<file path="config.mk">
export PLATFORM = sky130hd
export DESIGN_NAME = rr_priority_arbiter
export DESIGN_NICKNAME = d
export VERILOG_FILES = /design/src/rtl/rr_priority_arbiter_pkg.sv /design/src/rtl/rr_priority_arbiter_enc.sv /design/src/rtl/rr_priority_arbiter.sv
export SDC_FILE = /design/constraint.sdc
export NUM_CORES = 1
export LEC_CHECK = 0
export BUFFER_PORTS_ARGS = -buffer_cell sky130_fd_sc_hd__buf_2
export CAP_MARGIN = 0
export CORE_AREA = 5 5 42 44
export DETAILED_ROUTE_END_ITERATION = 10
export DIE_AREA = 0 0 47 49
export PLACE_DENSITY_LB_ADDON = 0.3
export SETUP_SLACK_MARGIN = 0.05
export SYNTH_ARGS = -nofsm -noshare
export SYNTH_HDL_FRONTEND = slang
export SYNTH_SLANG_ARGS = --single-unit
</file>
<file path="constraint.sdc">
create_clock -name clk -period 1.37 [get_ports clk]
set_input_delay 0.411 -clock clk [delete_from_list [all_inputs] [get_ports clk]]
set_output_delay 0.411 -clock clk [all_outputs]
set_load 0.01 [all_outputs]
</file>
<file path="src/rtl/rr_priority_arbiter_pkg.sv">
// Shared types and mode constants for the registered N-requester arbiter.
package arbiter_pkg;

  typedef enum logic {
    IDLE = 1'b0,
    BUSY = 1'b1
  } state_t;

  localparam int ARB_FIXED = 0;
  localparam int ARB_RR    = 1;

endpackage

</file>
<file path="src/rtl/rr_priority_arbiter_enc.sv">
// Combinational N-input priority encoder; LSB_FIRST selects lowest or highest
// set bit as the winner.
module priority_encoder_n #(
  parameter int NUM_IN    = 4,
  parameter bit LSB_FIRST = 1'b1,
  localparam int W        = $clog2(NUM_IN)
) (
  input  logic [NUM_IN-1:0] vec,
  output logic [W-1:0]      result,
  output logic              valid
);

  always_comb begin
    result = '0;
    valid  = |vec;
    // Scan from lowest to highest priority so the last hit is the winner.
    for (int unsigned i = 0; i < NUM_IN; i++) begin
      if (LSB_FIRST) begin
        if (vec[NUM_IN-1-i]) result = W'(NUM_IN - 1 - i);
      end else begin
        if (vec[i]) result = W'(i);
      end
    end
  end

endmodule

</file>
<file path="src/rtl/rr_priority_arbiter.sv">
// Registered, handshaked N-requester arbiter: fixed (MSB wins) or round-robin
// selection, grant held until the grantee signals done.
module rr_priority_arbiter
  import arbiter_pkg::*;
#(
  parameter int NUM_REQ     = 4,
  parameter int ROUND_ROBIN = 1,
  parameter int IDX_W       = $clog2(NUM_REQ)
) (
  input  logic               clk,
  input  logic               rst,
  input  logic [NUM_REQ-1:0] req,
  input  logic               done,
  output logic [NUM_REQ-1:0] gnt,
  output logic [IDX_W-1:0]   gnt_idx,
  output logic               gnt_valid
);

  state_t           state;
  logic [IDX_W-1:0] last_idx;
  logic [IDX_W-1:0] win_idx;
  logic             win_valid;

  assign win_valid = |req;

  if (ROUND_ROBIN == ARB_RR) begin : g_rr
    logic [NUM_REQ-1:0] mask;
    logic [IDX_W-1:0]   masked_idx;
    logic [IDX_W-1:0]   plain_idx;
    logic               masked_valid;
    logic               plain_valid;

    always_comb begin
      mask = '0;
      for (int unsigned i = 0; i < NUM_REQ; i++) begin
        mask[i] = IDX_W'(i) > last_idx;
      end
    end

    priority_encoder_n #(
      .NUM_IN    (NUM_REQ),
      .LSB_FIRST (1'b1)
    ) u_enc_masked (
      .vec    (req & mask),
      .result (masked_idx),
      .valid  (masked_valid)
    );

    priority_encoder_n #(
      .NUM_IN    (NUM_REQ),
      .LSB_FIRST (1'b1)
    ) u_enc_plain (
      .vec    (req),
      .result (plain_idx),
      .valid  (plain_valid)
    );

    // Unmasked search only wins when nobody above last_idx is requesting.
    assign win_idx = masked_valid ? masked_idx : plain_idx;
  end else begin : g_fixed
    logic fixed_valid;

    priority_encoder_n #(
      .NUM_IN    (NUM_REQ),
      .LSB_FIRST (1'b0)
    ) u_enc_fixed (
      .vec    (req),
      .result (win_idx),
      .valid  (fixed_valid)
    );
  end

  always_ff @(posedge clk) begin
    if (rst) begin
      state     <= IDLE;
      gnt       <= '0;
      gnt_idx   <= '0;
      gnt_valid <= 1'b0;
      last_idx  <= IDX_W'(NUM_REQ - 1);
    end else begin
      case (state)
        IDLE: begin
          if (win_valid) begin
            state     <= BUSY;
            gnt       <= NUM_REQ'(1) << win_idx;
            gnt_idx   <= win_idx;
            gnt_valid <= 1'b1;
            last_idx  <= win_idx;
          end
        end
        BUSY: begin
          if (done) begin
            if (win_valid) begin
              gnt       <= NUM_REQ'(1) << win_idx;
              gnt_idx   <= win_idx;
              last_idx  <= win_idx;
            end else begin
              state     <= IDLE;
              gnt       <= '0;
              gnt_idx   <= '0;
              gnt_valid <= 1'b0;
            end
          end
        end
        default: state <= IDLE;
      endcase
    end
  end

endmodule

</file>
Word-level counts from Yosys, hierarchy flattened
Cells that the tools add are included.

storage, ports and cells
  register bits after elaboration = 10
  input bits = 7
  output and inout bits = 7
  word-level logic and storage cells = 46

operators by class
  magnitude comparators = 4
  equality and inequality tests = 3
  shift operators = 1
  muxes and demuxes = 27
  bitwise logic cells = 2
  reduce and logical (&&, ||, !) cells = 4

operators with widths
  cell                 number
  $mux 2               14
  $mux 4               3
  $pmux 2 s2           2
  $pmux 4 s2           1
  $reduce_or 4->1      2
  $ne 2x2->1 const B   3
  $mux 1               5
  $and 4x4->4          1
  $gt 1x2->1 const A   2
  $gt 2x2->1 const A   2
  $pmux 1 s2           2
  $shl 1x2->4 const A  1
  $reduce_and 3->1     1
  $reduce_and 2->1     1
  $not 1->1            1

Logic depth before layout (Yosys ltp)
  depth after elaboration = 11
  mapped depth = 4
  mapped depth without buffers = 4

By module
Synthesis repeated with hierarchy kept, for this count alone.

unflattened totals
  cells, all modules = 73
  area, all modules = 613.1 um^2

by module, submodules not included
  module               instances  cells an instance  area each (um^2)  seq. area each (um^2)
  rr_priority_arbiter  1          59                 543.0             200.2
  priority_encoder_n   2          7                  35.0              0.0

Worst setup path after synthesis
No wires, ideal clock.

  path type = in2reg
  from = input port req[3]
  to = register gnt_idx[0]
  setup time = 117 ps
  arrival time = 1,281 ps
  data required time = 1,253 ps
  path slack = -27 ps
  stages = 4
  buffers on the path = 0
  path through = or4_4 nand2_4 nor2_2 a22o_1

between the ends
  cells in the longest elaborated chain, start to end = 9
  elaborated cells between the ends (all ways) = 18
  classes of those cells = 1 x eq/ne; 13 x mux; 1 x bitwise; 3 x reduce/logical

RTL lines
  item                  RTL line                       RTL
  start, declared       rr_priority_arbiter.sv:12      input logic [NUM_REQ-1:0] req,
  $and 4x4->4           rr_priority_arbiter.sv:44      .vec (req & mask),
  $mux 2 (4 in a row)   rr_priority_arbiter_enc.sv:19  if (vec[NUM_IN-1-i]) result = W'(NUM_IN - 1 - i);
  $mux 2                rr_priority_arbiter.sv:59      assign win_idx = masked_valid ? masked_idx : plain_idx;
  $mux 2                rr_priority_arbiter.sv:93      if (win_valid) begin
  $mux 2                rr_priority_arbiter.sv:92      if (done) begin
  $pmux 2 s2            rr_priority_arbiter.sv:81      case (state)
  end signal, assigned  rr_priority_arbiter.sv:86      gnt_idx <= win_idx;
  end signal, assigned  rr_priority_arbiter.sv:95      gnt_idx <= win_idx;
  end, declared         rr_priority_arbiter.sv:15      output logic [IDX_W-1:0] gnt_idx,

Several ways; a longest one is shown, not always the timed one. The select of a mux whose other input is x is not followed.
A chain may end at the register's enable or synchronous reset.

Worst setup path after layout
  from = input port req[2]
  to = register gnt_idx[0]

between the ends
  cells in the longest elaborated chain, start to end = 8
  elaborated cells between the ends (all ways) = 16
  classes of those cells = 1 x eq/ne; 11 x mux; 1 x bitwise; 3 x reduce/logical

RTL lines
  item                 RTL line
  $and 4x4->4          rr_priority_arbiter.sv:44
  $mux 2 (3 in a row)  rr_priority_arbiter_enc.sv:19
  $mux 2               rr_priority_arbiter.sv:59
  $mux 2               rr_priority_arbiter.sv:93
  $mux 2               rr_priority_arbiter.sv:92
  $pmux 2 s2           rr_priority_arbiter.sv:81

Several ways; a longest one is shown, not always the timed one. The select of a mux whose other input is x is not followed.

==> flow_summary.toml <==
[sta]
rsz0062_at_grt = "true"
finalCritPeriodShare_pct = 90.6
finalHoldViolCount = 0
min_period_ps = 1240
slew_viol_final = 0
whs_ps = 348
setup-violations-final = 0
fmax_ghz = 0.806
worst_slew_pin_slew_ps = 307
final.setup_skew_ps = 2.32
maxSlewHeadroom_pct = 79.4

[worst_setup_path]
cp-start-kind = "input port"
end_kind = "register"
reg2reg_from = "last_idx[1]"
crit_slowest_cell = "or4_4"
r2r_end = "gnt[0]"
reg2reg_slack_ps = 160
slowest_delay_ps = 540
critPathKind = "input port to register"
crit_required_ps = 1520
worst-endpoint-arrival_ps = 1390
cp_cell_sequence = "buf_2 -> or4_4 -> nand2_4 -> nor2_4 -> a22o_1"
critPathMaxFanout = 5
reg2reg_depth = 5

[synth]
avgSynthCellArea_sq_um = 8.92
synthAdderAreaFrac_pct = 0
synth_xor_area_share_pct = 0
syn-instance-count = 54
syn_area_sq_um = 482
yosysTopAreaCell = "dfxtp_1"
synth-compound-area-share_pct = 29.4
synthArstFlopShare_pct = 0
synth.net_count = 61
ys_types = 25
synth_area_leaders = "dfxtp_1 42%, nand2_1 5.5%, nor2_1 5.5%, o31ai_1 4.7%, a22o_1 3.6%"
synth-seq-cells = 10
muxShareOfSynthArea_pct = 0
synthFlopType = "dfxtp_1"
synth_top_area_share_pct = 41.6
synth_top_family_by_area = "compound AO/OA/AOI/OAI gates"
synth_edf_count = 0
synth_simple_gate_area_share_pct = 26.0
ys_seq_area_share_pct = 41.6
yosys_warnings = 0

[pwr]
power_density_nw_per_um2 = 1040
ir_drop_mv = 0.449
p_leak_nw = 0.317

[detailed_routing]
drt_wl_total_um = 1100
num_vias = 487
wl_per_cell_um = 11.5
via_per_inst = 5.07
drt_pass1_iterations = 4
drt_iter0_markers = 2
drc_errors = 0
ant_nets = 0

[clock_tree]
clock-root-buffer = "clkbuf_4"
clockBufferDepth = 2
h-tree-depth = 1
cts_hold_buf = 0
numCtsBuffers = 3
clock-sinks = 10
clk_pin_slew_ps = 60
clk_latency_ps = 260
cts_tree = "built"

[placed_design]
place_hpwl_um = 848
portBuffers = 13
place_area_sq_um = 639
place.gp.congestion = 0.740

[min_path]
worstHoldStart = "done"
hold_path_class = "input port to register"
holdPathEnd = "gnt_valid"
hold_depth = 2

[finish]
diodes = 0
fin_nets = 89
layout-drive-gt1-share_pct = 46.3
stdcell_area_sq_um = 697
seq_area_sq_um = 201
multi_input_area_sq_um = 288
fillers = 145
area_growth_pct = 44.7

[floorplan]
die_w_um = 47
row_count = 14
start_util_pct = 34.4
die_y_um = 49
die_area_sq_um = 2300
coreArea_sq_um = 1400
io_pins = 14

[status]
status = "completed"

[job]
cap_violations = 0

[grt]
grt.total_usage_pct = 10.7
antenna_found_initial = 0
grt_pass1_vias = 414
grt_max_degree = 8
grt_overflow_total = 0
grt_pass1_wl_um = 1760
-- sequential cells by signal, indices dropped and copies added (netlist names) --
name	flops
gnt	4
state	1
gnt_valid	1
last_idx	2
gnt_idx	2
-- cell usage after synthesis, types with 2 or more instances --
| master | count |
|---|---|
| inv_1 | 2 |
| o31ai_1 | 3 |
| nor2_1 | 7 |
| o21ai_1 | 2 |
| a21oi_1 | 3 |
| a22o_1 | 2 |
| nand2b_1 | 2 |
| nand2_1 | 7 |
| dfxtp_1 | 10 |
-- kinds of logic after synthesis --
| kind of cell | after synthesis |
|---|---|
| compound gates | 18 |
| flops | 10 |
| buf+inv | 3 |
| simple gates | 23 |
-- worst max path at each step --
| stage | start | to | slack [ps] | cells after the start |
|---|---|---|---|---|
| after global placement | req[1] | gnt[0] | -140 | 5 |
| after floorplan | req[0] | gnt_idx[0] | -8 | 4 |
| after CTS | last_idx[1] | gnt[0] | 100 | 4 |
| final | req[2] | gnt_idx[0] | 130 | 5 |
| after detailed placement | req[0] | gnt[3] | -160 | 6 |
| after global routing | last_idx[1] | gnt[0] | 40 | 4 |
-- what timing repair did --
action                     4_1_cts  5_1_grt
setup endpoints to repair        0        4
setup buffers                    0        1
resized for setup                0        7
-- where the power goes --
| part | leakage [nW] | internal (mW) | total (mW) | switching (mW) |
|---|---|---|---|---|
| Combinational | 0.221 | 0.0982 | 0.190 | 0.0923 |
| Clock | 0.0138 | 0.101 | 0.195 | 0.0935 |
| Sequential | 0.0826 | 0.320 | 0.340 | 0.0201 |
-- final cells by class --
cell class	instances	area share (%)
flip-flops and latches	10	28.9
well taps	16	2.87
inverters	2	1.08
clock buffers	3	3.23
multi-input cells	41	41.3
repair buffers	24	22.6
-- placed cells by master (no fill, tap or decap) --
master	synthesis	routed
buf_4	0	10
nor2_1	7	7
nor4_2	1	1
clkbuf_4	1	3
buf_2	0	12
buf_6	0	2
nand2_1	7	7
nand2b_1	2	2
o31ai_1	3	3
inv_1	2	2
nand2_4	1	1
o2bb2ai_2	0	1
dfxtp_1	10	9
dfxtp_2	0	1
or2_1	1	1
o22ai_2	1	2
nor2b_1	1	1
a32oi_1	1	1
or4_4	1	1
nand4_1	1	1
o21ai_1	2	2
a311oi_1	1	1
a21boi_2	0	1
a21oi_1	3	3
o41ai_2	1	1
a22o_1	2	2
nor2_4	0	1
o21a_1	1	1
-- layer usage --
metal	track usage (%)	wire length, um	vias up
met2	15.2	494	11
met4	9.68	52	0
met3	1.11	48	4
met1	13.5	505	217
met5	0	0	-
li1	-	-	255
-- critical path, delay by kind of cell --
| family | cells | cell delay, ps |
|---|---|---|
| buffers and inverters | 1 | 130 |
| and+or+nand+nor | 3 | 680 |
| AOI/OAI and AO/OA | 1 | 160 |
-- per-stage QoR --
| stage | worst slack (ps) | std cells | util (%) | power, mW | setup TNS [ps] |
|---|---|---|---|---|---|
| finish | 129 | 96 | 49.7 | 0.725 | 0 |
| global route | 41.2 | 96 | 49.7 | 0.766 | 0 |
| CTS | 96.0 | 95 | 47.2 | 0.717 | 0 |
| detailed placement | -155 | 92 | 45.6 | 0.522 | -1150 |
| global placement | -140 | 92 | 45.6 | 0.519 | -1030 |
| floorplan | -7.63 | 54 | - | 0.439 | -15.3 |
No activity file was read; power rests on OpenSTA's default activity.
